--- config.mk ---
export PLATFORM = sky130hd
export DESIGN_NAME = aes_add_round_key_stage_flat
export DESIGN_NICKNAME = d
export VERILOG_FILES = /design/src/rtl/aes_pkg.sv /design/src/rtl/aes_add_round_key_stage_if.sv /design/src/rtl/aes_sbox.sv /design/src/rtl/aes_add_round_key_stage.sv /design/src/flat_wrapper.sv
export SDC_FILE = /design/constraint.sdc
export NUM_CORES = 2
export LEC_CHECK = 0
export CAP_MARGIN = 20
export CORE_ASPECT_RATIO = 0.9
export CORE_MARGIN = 8
export CORE_UTILIZATION = 42
export CTS_BUF_LIST = sky130_fd_sc_hd__clkbuf_2 sky130_fd_sc_hd__clkbuf_4 sky130_fd_sc_hd__clkbuf_8
export DETAILED_ROUTE_END_ITERATION = 8
export DONT_BUFFER_PORTS = 1
export PLACE_DENSITY = 0.58
export SYNTH_ARGS = -nofsm -noshare
export SYNTH_HDL_FRONTEND = slang
export SYNTH_SLANG_ARGS = --single-unit
--- constraint.sdc ---
create_clock -name clk -period 22.8 [get_ports clk]
set_input_delay 3.42 -clock clk [delete_from_list [all_inputs] [get_ports clk]]
set_output_delay 3.42 -clock clk [all_outputs]
set_load 0.05 [all_outputs]
--- src/rtl/aes_pkg.sv ---
// AES-128 shared types, round constants and word helpers.
// Used by the AddRoundKey stage and the S-box.
package aes_pkg;

  localparam int NUM_ROUNDS = 10;
  localparam int BLOCK_W    = 128;
  localparam int WORD_W     = 32;
  localparam int BYTE_W     = 8;

  typedef logic [BYTE_W-1:0]  byte_t;
  typedef logic [WORD_W-1:0]  word_t;
  typedef logic [BLOCK_W-1:0] block_t;

  typedef enum logic {
    NO_KEY,
    RUN
  } state_t;

  // RCON[1] is the lowest element of the packed array.
  localparam logic [10:1][7:0] RCON = {
    8'h36, 8'h1b, 8'h80, 8'h40, 8'h20,
    8'h10, 8'h08, 8'h04, 8'h02, 8'h01
  };

  function automatic byte_t rcon(logic [3:0] r);
    byte_t c;
    c = 8'h00;
    for (int i = 1; i <= 10; i++)
      if (r == i[3:0]) c = RCON[i];
    return c;
  endfunction

  // word w = bits[127-32w -: 32]
  function automatic word_t get_word(block_t b, int w);
    return b[BLOCK_W-1-WORD_W*w -: WORD_W];
  endfunction

  function automatic word_t rot_word(word_t w);
    return {w[23:0], w[31:24]};
  endfunction

endpackage

--- src/rtl/aes_add_round_key_stage_if.sv ---
// Valid/ready bundle around the AddRoundKey stage.
// slave = the stage, master = upstream/downstream side.
interface aes_add_round_key_stage_if;
  import aes_pkg::*;

  logic       in_valid;
  logic       in_ready;
  block_t     in_data;
  logic       out_valid;
  logic       out_ready;
  block_t     out_data;
  logic [3:0] out_round;
  logic       out_last;

  modport slave (
    input  in_valid, in_data, out_ready,
    output in_ready, out_valid, out_data,
    output out_round, out_last
  );

  modport master (
    output in_valid, in_data, out_ready,
    input  in_ready, out_valid, out_data,
    input  out_round, out_last
  );

endinterface

--- src/rtl/aes_sbox.sv ---
// Combinational AES forward S-box.
// GF(2^8) inverse (x^254) followed by the affine map.
module aes_sbox
  import aes_pkg::*;
(
  input  byte_t data,
  output byte_t sub
);

  function automatic byte_t xtime(byte_t a);
    return {a[6:0], 1'b0} ^ (a[7] ? 8'h1b : 8'h00);
  endfunction

  function automatic byte_t gf_mul(byte_t a, byte_t b);
    byte_t p;
    byte_t x;
    p = 8'h00;
    x = a;
    for (int i = 0; i < 8; i++) begin
      if (b[i]) p = p ^ x;
      x = xtime(x);
    end
    return p;
  endfunction

  function automatic byte_t sbox_f(byte_t x);
    byte_t sq;
    byte_t inv;
    sq  = x;
    inv = 8'h01;
    for (int k = 1; k < 8; k++) begin
      sq  = gf_mul(sq, sq);
      inv = gf_mul(inv, sq);
    end
    return inv
      ^ {inv[6:0], inv[7]}
      ^ {inv[5:0], inv[7:6]}
      ^ {inv[4:0], inv[7:5]}
      ^ {inv[3:0], inv[7:4]}
      ^ 8'h63;
  endfunction

  assign sub = sbox_f(data);

endmodule

--- src/rtl/aes_add_round_key_stage.sv ---
// AES-128 AddRoundKey stage with on-the-fly key expansion.
// One round key per accepted block; wraps to the cipher key after round 10.
module aes_add_round_key_stage
  import aes_pkg::*;
#(
  parameter int NUM_ROUNDS = aes_pkg::NUM_ROUNDS
) (
  input  logic   clk,
  input  logic   rst_n,
  input  logic   key_load,
  input  block_t key_in,
  output logic   key_ready,
  aes_add_round_key_stage_if.slave bus
);

  generate
    if (NUM_ROUNDS != 10) begin : g_bad_rounds
      $error("aes_add_round_key_stage: only NUM_ROUNDS=10 supported");
    end
  endgenerate

  localparam logic [3:0] LAST = 4'(NUM_ROUNDS);

  state_t     state;
  block_t     cipher_key;
  block_t     rk;
  logic [3:0] rnd;
  logic       out_valid;
  block_t     out_data;
  logic [3:0] out_round;
  logic       out_last;

  logic       accept;
  logic [3:0] rnd_nxt;
  word_t      w0, w1, w2, w3;
  word_t      rw, sw, t;
  word_t      n0, n1, n2, n3;
  block_t     rk_nxt;

  assign key_ready     = (state == RUN);
  assign bus.in_ready  = key_ready & ~key_load
                       & (~out_valid | bus.out_ready);
  assign accept        = bus.in_valid & bus.in_ready;
  assign bus.out_valid = out_valid;
  assign bus.out_data  = out_data;
  assign bus.out_round = out_round;
  assign bus.out_last  = out_last;

  assign rnd_nxt = rnd + 4'd1;
  assign w0 = get_word(rk, 0);
  assign w1 = get_word(rk, 1);
  assign w2 = get_word(rk, 2);
  assign w3 = get_word(rk, 3);
  assign rw = rot_word(w3);

  for (genvar g = 0; g < 4; g++) begin : g_sub
    aes_sbox u_sbox (
      .data (rw[31-8*g -: 8]),
      .sub  (sw[31-8*g -: 8])
    );
  end

  assign t  = sw ^ {rcon(rnd_nxt), 24'h000000};
  assign n0 = w0 ^ t;
  assign n1 = w1 ^ n0;
  assign n2 = w2 ^ n1;
  assign n3 = w3 ^ n2;
  assign rk_nxt = {n0, n1, n2, n3};

  // Key/round sequencing and the registered output slot.
  always_ff @(posedge clk or negedge rst_n) begin
    if (!rst_n) begin
      state      <= NO_KEY;
      cipher_key <= '0;
      rk         <= '0;
      rnd        <= '0;
      out_valid  <= 1'b0;
      out_data   <= '0;
      out_round  <= '0;
      out_last   <= 1'b0;
    end else if (key_load) begin
      state      <= RUN;
      cipher_key <= key_in;
      rk         <= key_in;
      rnd        <= '0;
      out_valid  <= 1'b0;
    end else begin
      unique case (state)
        NO_KEY: ;
        RUN: begin
          if (accept) begin
            out_data  <= bus.in_data ^ rk;
            out_round <= rnd;
            out_last  <= (rnd == LAST);
            out_valid <= 1'b1;
            if (rnd == LAST) begin
              rk  <= cipher_key;
              rnd <= '0;
            end else begin
              rk  <= rk_nxt;
              rnd <= rnd_nxt;
            end
          end else if (bus.out_ready) begin
            out_valid <= 1'b0;
          end
        end
        default: ;
      endcase
    end
  end

endmodule

--- src/flat_wrapper.sv ---
// flat-port wrapper written by rule: the top's interface ports become plain ports
module aes_add_round_key_stage_flat import aes_pkg::*;
#(
  parameter int NUM_ROUNDS = aes_pkg::NUM_ROUNDS
)
  (clk, rst_n, key_load, key_in, key_ready, bus_in_valid, bus_in_data, bus_out_ready, bus_in_ready, bus_out_valid, bus_out_data, bus_out_round, bus_out_last);
  aes_add_round_key_stage_if bus_i ();
  input  logic clk;
  input  logic rst_n;
  input  logic key_load;
  input  block_t key_in;
  output logic key_ready;
  input wire logic [$bits(bus_i.in_valid)-1:0] bus_in_valid;
  input wire logic [$bits(bus_i.in_data)-1:0] bus_in_data;
  input wire logic [$bits(bus_i.out_ready)-1:0] bus_out_ready;
  output wire logic [$bits(bus_i.in_ready)-1:0] bus_in_ready;
  output wire logic [$bits(bus_i.out_valid)-1:0] bus_out_valid;
  output wire logic [$bits(bus_i.out_data)-1:0] bus_out_data;
  output wire logic [$bits(bus_i.out_round)-1:0] bus_out_round;
  output wire logic [$bits(bus_i.out_last)-1:0] bus_out_last;
  assign bus_i.in_valid = bus_in_valid;
  assign bus_i.in_data = bus_in_data;
  assign bus_i.out_ready = bus_out_ready;
  assign bus_in_ready = bus_i.in_ready;
  assign bus_out_valid = bus_i.out_valid;
  assign bus_out_data = bus_i.out_data;
  assign bus_out_round = bus_i.out_round;
  assign bus_out_last = bus_i.out_last;
  aes_add_round_key_stage #(.NUM_ROUNDS(NUM_ROUNDS)) u_core (.clk(clk), .rst_n(rst_n), .key_load(key_load), .key_in(key_in), .key_ready(key_ready), .bus(bus_i));
endmodule
* Word-level counts from Yosys, hierarchy flattened
Cells that the tools add are included.
Word-level totals: logic and storage cells 1648, output and inout port bits 136, input port bits 261, bits in registers 395, latch bits 0, memories 0, RAM bits 0, memory bits (read-only) 0
Operators by class: divide/modulo/power cells 0, multiply operators 0, $add $sub $neg 1, mux-type cells 834, shifts and indexed selects 0, eq/ne operators 11, order comparisons 0, bitwise operators 788, reduce and logical (&&, ||, !) cells 6
Operators by type and width (number):
- $mux 8 | 423
- $xor 8x8->8 | 380
- $xor 8x5->8 | 364
- $mux 5 | 369
- $mux 128 | 4
- $xor 32x32->32 | 5
- $xor 128x128->128 | 1
- $mux 4 | 9
- $mux 7 | 5
- $mux 6 | 5
- $not 1->1 const A | 28
- $eq 4x3->1 const B | 4
- $eq 4x4->1 const B | 4
- $not 4->4 | 4
- $mux 3 | 5
- $mux 2 | 5
- $mux 1 | 9
- $eq 4x2->1 const B | 2
- $add 4x1->4 const B | 1
- $eq 4x1->1 const B | 1
- $reduce_and 2->1 | 2
- $reduce_bool 2->1 | 2
- $and 1x1->1 | 3
- $reduce_and 3->1 | 1
- 3 further kinds | 4

* Depth between registers and ports, before layout
depth in word-level cells 141, mapped depth 75, gate-level depth less buffers 62

* Hierarchy
Synthesis repeated with hierarchy kept, for this count alone.
Second synthesis, totals: cells, all modules 9646, area total of the unflattened synthesis 79866.6 sq um
Modules (own cells, without submodules):
- aes_sbox | times used 4, area an instance 15220.8 sq um, cells an instance 1942, seq. area each 0.0 sq um
- aes_add_round_key_stage | times used 1, area an instance 18983.2 sq um, cells an instance 1878, seq. area each 9884.5 sq um

* Worst setup path before layout
Ideal clock, no wire load.
path kind register to register, start reg u_core.rk[23], end reg u_core.rk[95], clock period less this slack 15.946 ns, data arrival time 15.820 ns, cell stages (with the launch flop) 67, setup slack 6.854 ns, cell sequence dfrtp_1 -> ha_1 -> nand2_1 -> xor2_1 -> xnor2_2 -> inv_2 -> buf_2 -> buf_2 -> ha_1 -> clkbuf_1 -> xor2_1 -> xor2_2 -> xnor2_1 -> xnor2_1 -> mux2_2 -> xnor2_1 -> buf_2 -> buf_1 -> [... 31 more ...] -> nor2_1 -> xnor2_1 -> xnor2_1 -> xnor2_1 -> xnor2_2 -> xnor3_2 -> xnor3_1 -> and2b_1 -> xnor2_1 -> mux2i_1 -> xnor2_1 -> xnor3_2 -> xnor2_4 -> xnor2_4 -> xnor3_2 -> xnor2_2 -> o31ai_1 -> a221o_1
Between the ends: word-level cells in the longest chain between the ends 135, elaborated cells between the ends (all ways) 392, classes of those cells mux: 203; bitwise: 189
RTL lines:
- start: declaration | line aes_add_round_key_stage.sv:26 | block_t rk;
- start signal: assignment | line aes_add_round_key_stage.sv:84 | rk <= key_in;
- start signal: assignment | line aes_add_round_key_stage.sv:97 | rk <= cipher_key;
- start signal: assignment | line aes_add_round_key_stage.sv:100 | rk <= rk_nxt;
- $mux 5 | line aes_sbox.sv:11 | return {a[6:0], 1'b0} ^ (a[7] ? 8'h1b : 8'h00);
- $xor 8x5->8 | line aes_sbox.sv:11
- $xor 8x8->8 | line aes_sbox.sv:20 | if (b[i]) p = p ^ x;
- $mux 8 | line aes_sbox.sv:20
- $xor 8x8->8 | line aes_sbox.sv:20
- $mux 8 | line aes_sbox.sv:20
- $xor 8x8->8 | line aes_sbox.sv:20
- $mux 8 | line aes_sbox.sv:20
- [... 119 more ...]
- $xor 8x8->8 (*) | line aes_sbox.sv:39 | ^ {inv[3:0], inv[7:4]}
- $xor 32x32->32 (*) | line aes_add_round_key_stage.sv:63 | assign t = sw ^ {rcon(rnd_nxt), 24'h000000};
- $xor 32x32->32 (*) | line aes_add_round_key_stage.sv:64 | assign n0 = w0 ^ t;
- $xor 32x32->32 (*) | line aes_add_round_key_stage.sv:65 | assign n1 = w1 ^ n0;
- $mux 128 (*) | line aes_add_round_key_stage.sv:96 | if (rnd == LAST) begin
- $mux 128 (*) | line aes_add_round_key_stage.sv:91 | if (accept) begin
- $mux 128 (*) | line aes_add_round_key_stage.sv:88 | unique case (state)
- $mux 128 (*) | line aes_add_round_key_stage.sv:81 | end else if (key_load) begin
Every way passes the cells marked *; elsewhere a longest branch is shown, timed or not. The select of a mux whose other input is x is not followed. A chain may end at the register's enable or synchronous reset.

* Final worst setup path
start reg u_core.rk[21], end reg u_core.rk[30]
Between the ends: word-level cells in the longest chain between the ends 137, elaborated cells between the ends (all ways) 394, classes of those cells mux: 202; bitwise: 192
RTL lines:
- $xor 8x5->8 | line aes_sbox.sv:11
- $xor 8x8->8 | line aes_sbox.sv:20
- $mux 8 | line aes_sbox.sv:20
- $xor 8x8->8 | line aes_sbox.sv:20
- $mux 8 | line aes_sbox.sv:20
- $xor 8x8->8 | line aes_sbox.sv:20
- $mux 8 | line aes_sbox.sv:20
- $xor 8x8->8 | line aes_sbox.sv:20
- [... 121 more ...]
- $xor 32x32->32 (*) | line aes_add_round_key_stage.sv:64
- $xor 32x32->32 (*) | line aes_add_round_key_stage.sv:65
- $xor 32x32->32 (*) | line aes_add_round_key_stage.sv:66 | assign n2 = w2 ^ n1;
- $xor 32x32->32 (*) | line aes_add_round_key_stage.sv:67 | assign n3 = w3 ^ n2;
- $mux 128 (*) | line aes_add_round_key_stage.sv:96
- $mux 128 (*) | line aes_add_round_key_stage.sv:91
- $mux 128 (*) | line aes_add_round_key_stage.sv:88
- $mux 128 (*) | line aes_add_round_key_stage.sv:81
Marks and branches as above.

==> results by group <==
Drt
  • TritonRoute pass-1 iters: 7
  • Via count: approximately 68,000
  • Routed wire per std cell: between 20 and 25 um
  • DRT antenna net count: 0
  • WL met3: between 15,000 and 20,000 um
  • Top layer in use: met5
  • DRC: 0
  • Vias per Instance: approximately 5.8
  • DRT iter0 DRCs: about 6,500
  • WL met1: 111,000 um
  • Drt total wl: about 260,000 um
  • WL met2: about 120,000 um

Logic synthesis
  • Synth Instances: between 9,000 and 10,000
  • FFs w/ async S/R, synth: 100%
  • Synth area leader: xnor2_1
  • Post-synth EDFFs: 0
  • Yosys reg bits: just under 400
  • Synth top area cells: xnor2_1 (24%), dfrtp_1 (13%), xor2_1 (6.4%)
  • Yosys cell types: 115
  • Syn nets: 10,000
  • Post-synthesis sequential area ratio: about an eighth
  • Cell Area, Synth: roughly 74,000 um2
  • Syn Area/Cell: 7.58 um2
  • Synth warn: 0
  • Top-area cell type share of the netlist area: around a quarter
  • Dominant synthesized flop cell: dfrtp_1

Worst setup path
  • Crit end category: register
  • Worst EP required: ~23 ns
  • Crit path arrival time: 20.14 ns
  • Slowest stage delay, CP: 0.92 ns
  • Worst Setup Path Type: reg -> reg
  • Worst R2R Start: u_core.rk[21]$_DFFE_PN0P_
  • CP Launch Type: register
  • CP Max Fanout: 31
  • R2r setup slk: between 3 and 4 ns
  • Most used cell, CP: xnor2_1
  • Critical-path top delay cell: xor2_1
  • Worst R2R Path Depth: 64
  • Worst r2r dst: u_core.rk[30]$_DFFE_PN0P_

Cells and area
  • Final Instance Area: 78,500 um2
  • Post-layout util: ~45%
  • Fill count: 17,600
  • Layout area overhead: 6.23%
  • Fraction of layout cells with a size suffix above 1: a little under a tenth
  • Most common cell after layout, fill and taps aside: xnor2_1
  • Most frequent cells in the layout: xnor2_1 (1,989), nor2_1 (1,193), nand2_1 (1,070)
  • Final net count: roughly 9,700

Hold path
  • Hold Path Cell Cnt: 2
  • Hold_sp: u_core.cipher_key[92]$_DFFE_PN0P_
  • Hold WC Path Type: reg -> reg
  • Hold EP: u_core.rk[92]$_DFFE_PN0P_

Floorplan
  • IO Pins: approximately 400
  • Full die area: roughly 190,000 um2
  • Core Box Area: about 180,000 um2
  • Die X: 458 um
  • Initial core utilization: a little over two fifths
  • Site Rows: around 150
  • Die height: 414 um

Clock network
  • Post-CTS Resized: 0
  • CTS buffer count: 80
  • CTS Buffer Depth: 3
  • Root Driver: clkbuf_8
  • Htree depth: 3
  • Clk Latency, worst-skew pair: just under 0.9 ns
  • Hold Buf Count CTS: 0
  • Clock slew at reported path FFs: approximately 0.08 ns
  • Sink Count: 395
  • Post-CTS setup buffer count: 0
  • CTS tree: built

Global route
  • Largest net degree at the start of global routing: ~400
  • Gr ovfl total: 0
  • Initial antenna violation count: 24
  • Vias in the first global route: roughly 64,000
  • First-pass GRT wire length: ~390,000 um
  • Gr usage total: about a quarter

Timing
  • Worst-Margin Slew: approximately 1.5 ns
  • Final Critical Period: 19.48 ns
  • Final Slew Violations: 0
  • Setup violators final: 0
  • Final hold vios: 0
  • Slew headroom: between 1 and 1.5%
  • Fin crit share: a little under nine tenths
  • RSZ-0062 raised after global routing: no
  • Clock Skew: around 0.10 ns
  • Fin Setup TNS: 0 ns
  • Achievable clock frequency: slightly above 50 MHz

Placement
  • Routability cong.: 0.923
  • DP Wirelength: around 190,000 um
  • DP Area: approximately 76,000 um2
  • IO buf count: 0

Job
  • Max cap viols: 0

Status
  • Status: complete, no violations
## Yosys cell counts (all sizes together) (160+ instances only)
library cell,instances
o21ai,692
mux2i,182
nor2,1205
inv,160
buf,247
xnor3,171
nand2,1074
nor3,192
xnor2,2177
a21oi,581
clkbuf,442
xor2,580
nand3,179
dfrtp,395
## stage by stage
stage | hold slack, ns | cells | setup slack [ns]
finish | 0.491 | 11800 | 3.32
global route | 0.517 | 11800 | 1.84
CTS | 0.489 | 11800 | 2.97
detailed placement | 0.495 | 11600 | 3.08
global placement | 0.483 | 11600 | 3.27
floorplan | 0.475 | 9753 | 6.85
## worst max-delay path by stage
stage                                            to                      start  slack (ns)
after floorplan           u_core.rk[95]$_DFFE_PN0P_  u_core.rk[23]$_DFFE_PN0P_        6.85
after global placement    u_core.rk[34]$_DFFE_PN0P_  u_core.rk[27]$_DFFE_PN0P_        3.27
after detailed placement  u_core.rk[34]$_DFFE_PN0P_  u_core.rk[27]$_DFFE_PN0P_        3.08
after CTS                 u_core.rk[34]$_DFFE_PN0P_  u_core.rk[27]$_DFFE_PN0P_        2.97
after global routing      u_core.rk[34]$_DFFE_PN0P_  u_core.rk[27]$_DFFE_PN0P_        1.84
final                     u_core.rk[30]$_DFFE_PN0P_  u_core.rk[21]$_DFFE_PN0P_        3.32
## logic make-up (layout without fill, tap and decap cells)
kind of cell,Yosys count,count (layout),synth area share [%]
buf+inv,860,604,4.83
fa+ha+maj,26,26,0.433
simple gates,3050,3050,17.7
mux,312,312,4.52
compound gates,2156,2156,18.1
xor+xnor,2954,2954,41.1
other cells,0,27,0
flops,395,395,13.4
## metal layers
| metal | global-route usage, % | up-vias |
|---|---|---|
| met3 | 3.04 | 362 |
| met2 | 41.5 | 2369 |
| met4 | 11.9 | 4 |
| met1 | 34.3 | 33100 |
| li1 | - | 32500 |
| met5 | 0 | - |
## critical path, delay by kind of cell (launching register included)
| family | cells | cell delay [ns] |
|---|---|---|
| buf+inv | 8 | 2.45 |
| compound gates | 14 | 3.32 |
| simple gates | 11 | 2.44 |
| flops | 1 | 0.77 |
| mux | 5 | 1.98 |
| xor+xnor | 23 | 6.89 |
| fa+ha+maj | 3 | 1.41 |
## state kept, by name (all words and copies together) (netlist names)
signal	flops
u_core.bus.out_data	128
u_core.bus.out_last	1
u_core.bus.out_round	4
u_core.bus.out_valid	1
u_core.cipher_key	128
u_core.key_ready	1
u_core.rk	128
u_core.rnd	4
## final cells by class
| class | count | area (um2) | area share (%) |
|---|---|---|---|
| clock buffer | 119 | 1560 | 1.99 |
| inverter | 171 | 643 | 0.819 |
| multi-input combinational | 8498 | 60900 | 77.6 |
| sequential | 395 | 9880 | 12.6 |
| antenna | 27 | 67.6 | 0.0861 |
| clock inverter | 27 | 388 | 0.494 |
| timing repair buffer | 287 | 2180 | 2.77 |
| tap | 2294 | 2870 | 3.66 |
Power is left out: the tool's default activity adds up to more than one toggle a clock period on the data nets, which glitch-free logic cannot reach.
